==> src/rtl/alu_unit.sv <==
// 32-bit execute-stage ALU: one registered result per accepted operation,
// with zero flag and valid strobe one clock after in_valid.
module alu_unit #(
  parameter int WIDTH = 32
) (
  input  logic             clk,
  input  logic             rst,
  input  logic             in_valid,
  input  logic [3:0]       ALU_Sel,
  input  logic [WIDTH-1:0] operand_0,
  input  logic [WIDTH-1:0] operand_1,
  output logic [WIDTH-1:0] result,
  output logic             zero,
  output logic             out_valid
);

  typedef enum logic [3:0] {
    OP_ADD = 4'b0000,
    OP_SUB = 4'b0001,
    OP_AND = 4'b0010,
    OP_OR  = 4'b0011,
    OP_XOR = 4'b0100,
    OP_SHL = 4'b0110,
    OP_SHR = 4'b0111,
    OP_SRA = 4'b1000,
    OP_SLT = 4'b1001
  } alu_op_e;

  typedef struct packed {
    logic [WIDTH-1:0] res;
    logic             zero;
  } alu_rsp_t;

  logic [4:0] shamt;
  logic       slt;
  alu_rsp_t   rsp_nxt;
  alu_rsp_t   rsp_q;
  logic       vld_q;

  // Only B[4:0] steers shifts; upper operand bits are deliberately ignored.
  assign shamt = operand_1[4:0];
  assign slt   = $signed(operand_0) < $signed(operand_1);

  always_comb begin
    rsp_nxt.res = '0;
    case (ALU_Sel)
      OP_ADD:  rsp_nxt.res = operand_0 + operand_1;
      OP_SUB:  rsp_nxt.res = operand_0 - operand_1;
      OP_AND:  rsp_nxt.res = operand_0 & operand_1;
      OP_OR:   rsp_nxt.res = operand_0 | operand_1;
      OP_XOR:  rsp_nxt.res = operand_0 ^ operand_1;
      OP_SHL:  rsp_nxt.res = operand_0 << shamt;
      OP_SHR:  rsp_nxt.res = operand_0 >> shamt;
      OP_SRA:  rsp_nxt.res = WIDTH'($signed(operand_0) >>> shamt);
      OP_SLT:  rsp_nxt.res = {{(WIDTH-1){1'b0}}, slt};
      default: rsp_nxt.res = '0;
    endcase
    rsp_nxt.zero = (rsp_nxt.res == '0);
  end

  // Result/zero only update on accepted ops; the strobe follows in_valid.
  always_ff @(posedge clk) begin
    if (rst) begin
      rsp_q <= '{res: '0, zero: 1'b1};
      vld_q <= 1'b0;
    end else begin
      vld_q <= in_valid;
      if (in_valid) rsp_q <= rsp_nxt;
    end
  end

  assign result    = rsp_q.res;
  assign zero      = rsp_q.zero;
  assign out_valid = vld_q;

endmodule

==> config.mk <==
export PLATFORM = sky130hd
export DESIGN_NAME = alu_unit
export DESIGN_NICKNAME = d
export VERILOG_FILES = /design/src/rtl/alu_unit.sv
export SDC_FILE = /design/constraint.sdc
export NUM_CORES = 1
export LEC_CHECK = 0
export BUFFER_PORTS_ARGS = -buffer_cell sky130_fd_sc_hd__buf_4
export CAP_MARGIN = 5
export CORE_ASPECT_RATIO = 1.75
export CORE_UTILIZATION = 40
export DETAILED_ROUTE_END_ITERATION = 10
export SKIP_LAST_GASP = 1
export SYNTH_ARGS = -nofsm -noshare
export SYNTH_HDL_FRONTEND = slang
export SYNTH_SLANG_ARGS = --single-unit
==> constraint.sdc <==
create_clock -name clk -period 5.17 [get_ports clk]
set_input_delay 1.034 -clock clk [delete_from_list [all_inputs] [get_ports clk]]
set_output_delay 1.034 -clock clk [all_outputs]
set_load 0.1 [all_outputs]
* After elaboration in Yosys (flattened, before gate mapping)
Index checks and enable logic that the tools add are counted.
Word-level totals: register bits 34, input bits 71, word-level logic and storage cells 23
Operators by class: bitwise operators 3, multiplexer cells 1, add/sub/neg operators 2, eq/ne operators 8, $lt $le $gt $ge 1, reduce and logical (&&, ||, !) cells 2, shift-type cells 3
Operator list (count):
- $pmux W32 S9 | 1
- $add A32 B32 Y32 | 1
- $and A32 B32 Y32 | 1
- $logic_not A32 Y1 | 1
- $lt A32 B32 Y1 | 1
- $or A32 B32 Y32 | 1
- $shl A32 B5 Y32 | 1
- $shr A32 B5 Y32 | 1
- $sshr A32 B5 Y32 | 1
- $sub A32 B32 Y32 | 1
- $xor A32 B32 Y32 | 1
- $eq A4 B3 Y1 const B | 3
- $eq A4 B2 Y1 const B | 2
- $eq A4 B4 Y1 const B | 2
- $eq A4 B1 Y1 const B | 1
- $logic_not A4 Y1 | 1

* Logic depth before layout (Yosys ltp)
word-level depth 3, depth in mapped cells 17, depth with buffers taken out 14

* Worst setup path after synthesis
No wires, ideal clock.
kind input-to-reg, start point in operand_1[3], end point reg rsp_q, in the netlist zero, required time 5.111 ns, library setup time 0.059 ns, arrival 5.525 ns, stages on the path 17, slack -0.413 ns, path buffers 4, cells stage by stage clkbuf_1 > clkinv_1 > clkbuf_1 > buf_1 > ha_1 > buf_2 > nor3_2 > o31ai_2 > a2111oi_4 > nor3_2 > a2111oi_4 > o2111ai_1 > a311o_1 > or4_1 > or4_1 > nor4b_2 > a31o_1
On the way: cells in the longest elaborated chain, start to end 3
RTL lines:
- from (decl) | line 11 | input logic [WIDTH-1:0] operand_1,
- $sub A32 B32 Y32, or another cell as far along | line 48 | OP_SUB: rsp_nxt.res = operand_0 - operand_1;
- $pmux W32 S9 * | line 46 | case (ALU_Sel)
- $logic_not A32 Y1 * | line 58 | rsp_nxt.zero = (rsp_nxt.res == '0);
- to (signal assigned) | line 64 | rsp_q <= '{res: '0, zero: 1'b1};
- to (signal assigned) | line 68 | if (in_valid) rsp_q <= rsp_nxt;
- to (decl) | line 37 | alu_rsp_t rsp_q;
Mark *: on every way between the ends. The rest lies on a longest branch, timed or not. A chain may end at the register's enable or synchronous reset.

* Worst setup path in the final report
start point in operand_0[0], end point reg rsp_q, in the netlist zero
On the way: cells in the longest elaborated chain, start to end 3
RTL lines:
- from (decl) | line 10 | input logic [WIDTH-1:0] operand_0,
- $sub A32 B32 Y32, or another cell as far along | line 48
- $pmux W32 S9 * | line 46
- $logic_not A32 Y1 * | line 58
Marks and branches as above.

==> insert_results.sql <==
INSERT INTO impl_metrics (metric_group, metric, value, unit) VALUES
('finish', 'area_growth_syn_to_layout', '20.20', '%'),
('floorplan', 'start_util', '40.96', '%'),
('synth', 'count_leader_synth', 'nor2_1', ''),
('finish', 'ratio_of_cells_with_drive_above_1_in_the_final_layout', '23.92', '%'),
('timing', 'number_of_failing_setup_endpoints_in_the_final_timing_report', '0', ''),
('critical_path', 'crit_slowest_cell', 'or4_1', ''),
('drt', 'drcViolationCount', '12', ''),
('timing', 'worstMarginPinSlew', '0.9389', 'ns'),
('status', 'violations_in_the_final_reports', 'DRC', ''),
('grt', 'antenna_violations_before_repair', '1', ''),
('floorplan', 'io_pins', '105', ''),
('grt', 'pin_count_of_the_biggest_net_entering_global_routing', '59', ''),
('drt', 'drt_first_iter_violations', '1026', ''),
('drt', 'antenna_violating_nets_post_route', '0', ''),
('drt', 'detailroute.via_count', '12960', ''),
('critical_path', 'end_kind', 'flip-flop', ''),
('grt', 'groute.usage.overall', '39.31', '%'),
('synth', 'yosysUniqueCellTypes', '91', ''),
('critical_path', 'crit_required', '5.41', 'ns'),
('synth', 'post-synth-top-area-cell', 'mux4_2', ''),
('clocking', 'cts_sinks', '34', ''),
('clocking', 'cts.root.buffer_cell', 'clkbuf_16', ''),
('timing', 'grt_setup_unrepaired', 'false', ''),
('synth', 'synth_top_cells_by_count', 'nor2_1, nand2_1, inv_1', ''),
('timing', 'finalHoldViolCount', '0', ''),
('placed_design', 'detailedPlace.worstSlack', '-0.1141', 'ns'),
('clocking', 'maximum_count_of_clock_buffers_along_a_single_path', '2', ''),
('synth', 'post-synth-top-area-fraction', '11.40', '%'),
('timing', 'fin_tns_setup', '0', 'ns'),
('clocking', 'clk_pin_slew_worst_paths', '0.06', 'ns'),
('finish', 'finish.utilization', '49.23', '%'),
('floorplan', 'die_area', '27360', 'um2'),
('hold_path', 'hold_class', 'reg2reg', ''),
('synth', 'synth.ff_latch_count', '34', ''),
('finish', 'diodes', '0', ''),
('power', 'vdd_drop_max', '162.1', 'uV'),
('power', 'power.combinational.fraction', '71.8', '%'),
('critical_path', 'cp.buffers_inverters', '2', ''),
('timing', 'final.period_utilization', '95.52', '%'),
('timing', 'max_freq', '202.5', 'MHz'),
('placed_design', 'port-buffer-count', '104', ''),
('power', 'cellInternalPower', '1.016', 'mW'),
('synth', 'synthesis.yosys.warnings', '0', ''),
('critical_path', 'timing_worst_setup_path_type', 'in2reg', ''),
('grt', 'gr-total-overflow', '0', ''),
('synth', 'synthesis.area_per_instance', '7.305', 'um2'),
('clocking', 'cts.htree.levels', '2', ''),
('floorplan', 'floorplan_core_area', '26060', 'um2'),
('clocking', 'cts_resized', '0', ''),
('synth', 'synth_edf_count', '0', ''),
('floorplan', 'floorplan.die.width', '125.5', 'um'),
('timing', 'period_needed', '4.939', 'ns'),
('power', 'power.share.switching', '51.87', '%'),
('synth', 'synth_nets', '1631', ''),
('synth', 'syn_inst_count', '1461', ''),
('timing', 'timing_max_transition_violations_final', '0', ''),
('floorplan', 'fp.dieH', '218.1', 'um'),
('synth', 'synthTopCellsByArea', 'mux4_2, ha_1, dfxtp_1', ''),
('power', 'net-switching-power', '1.095', 'mW'),
('drt', 'viasPerCell', '6.702', ''),
('synth', 'synth-seq-area-share', '6.377', '%'),
('timing', 'slew_headroom', '35.79', '%'),
('critical_path', 'slowest_delay', '0.61', 'ns'),
('synth', 'post_synth_instance_area', '10670', 'um2'),
('critical_path', 'timing.critical_path.max_delay_family', 'simple AND/OR/NAND/NOR gates', ''),
('job', 'timing.max_cap.violations', '0', ''),
('clocking', 'cts_tree', 'built', ''),
('placed_design', 'place.gp.congestion', '1.047', ''),
('status', 'run_status', 'complete, but fails checks', ''),
('clocking', 'cts.hold.buffers_added', '0', ''),
('timing', 'fin_worst_skew', '0', 'ns');
[worst min-delay path: cells and delay by family (launching register included)]
kind             cells  cell delay [ns]
AO/OA/AOI/OAI        1             0.05
AND/OR/NAND/NOR      1             0.06
flip-flops           1             0.31
[state kept, by name, indices dropped and copies added, names as in the netlist]
name / flops
result: 32
out_valid: 1
zero: 1
[metrics by stage]
stage	cell area [um2]	power [mW]	hold WS (ns)	instances
4_1_cts	12820	2.087	0.4655	1934
2_1_floorplan	10700	1.217	0.9058	1461
5_1_grt	12830	2.204	0.5025	1934
3_3_place_gp	12670	1.776	0.4534	1926
3_5_place_dp	12670	1.779	0.4564	1926
6_report	12830	2.111	0.4666	1934
[worst paths after layout]
kind                start          to  slack [ns]  depth (start not counted)
max          operand_0[0]        zero        0.23                         15
min reg2reg    result[13]  result[13]        0.47                          2
max reg2reg     result[8]   result[8]        4.35                          2
min            result[13]  result[13]        0.47                          2
[layer usage]
| layer | track usage (%) | up-vias | wire (um) |
|---|---|---|---|
| met5 | 0 | - | 12 |
| met4 | 33.09 | 2 | 5019 |
| met3 | 3.435 | 211 | 2886 |
| met2 | 70.35 | 622 | 27110 |
| met1 | 41.61 | 6304 | 19370 |
| li1 | - | 5822 | - |
[logic make-up after synthesis]
group           Yosys count  share of synthesized area, %
mux                     130                         18.80
simple gates            474                         21.11
buf+inv                 227                         8.617
fa+ha+maj                99                         11.75
compound gates          486                         32.44
xor+xnor                 11                        0.9027
flops                    34                         6.377
[power groups by stage]
stage / clock (mW) / sequential, mW / combinational, mW
floorplan: 0 / 0.454 / 0.763
global route: 0.313 / 0.297 / 1.59
global placement: 0 / 0.300 / 1.48
detailed placement: 0 / 0.300 / 1.48
finish: 0.301 / 0.295 / 1.51
CTS: 0.309 / 0.295 / 1.48
[layout make-up]
cell class              instances  area (um2)
fillers                      2695       13230
multi-input cells            1200        9111
repair buffers                270        2102
flip-flops and latches         34       680.7
well taps                     320       400.4
inverters                     102       387.9
clock buffers                   5       125.1
clock inverters                 3       21.27
[cell usage in the layout, fill, tap and decap left out, drive strengths merged, types with 13 or more instances in the layout]
master / synthesis / layout
o22ai: 21 / 21
mux2: 21 / 21
nor3: 35 / 35
nor2: 150 / 150
a31oi: 25 / 25
mux2i: 55 / 55
ha: 97 / 97
nand2: 142 / 142
a211o: 15 / 15
o21ai: 70 / 70
nand3: 30 / 30
nor2b: 18 / 18
a221oi: 18 / 18
buf: 31 / 270
o221ai: 13 / 13
o211ai: 39 / 39
inv: 100 / 100
mux4: 54 / 54
a21oi: 90 / 90
a211oi: 49 / 49
dfxtp: 34 / 34
or3: 16 / 16
a22oi: 16 / 16
No activity file was read; power rests on OpenSTA's default activity.
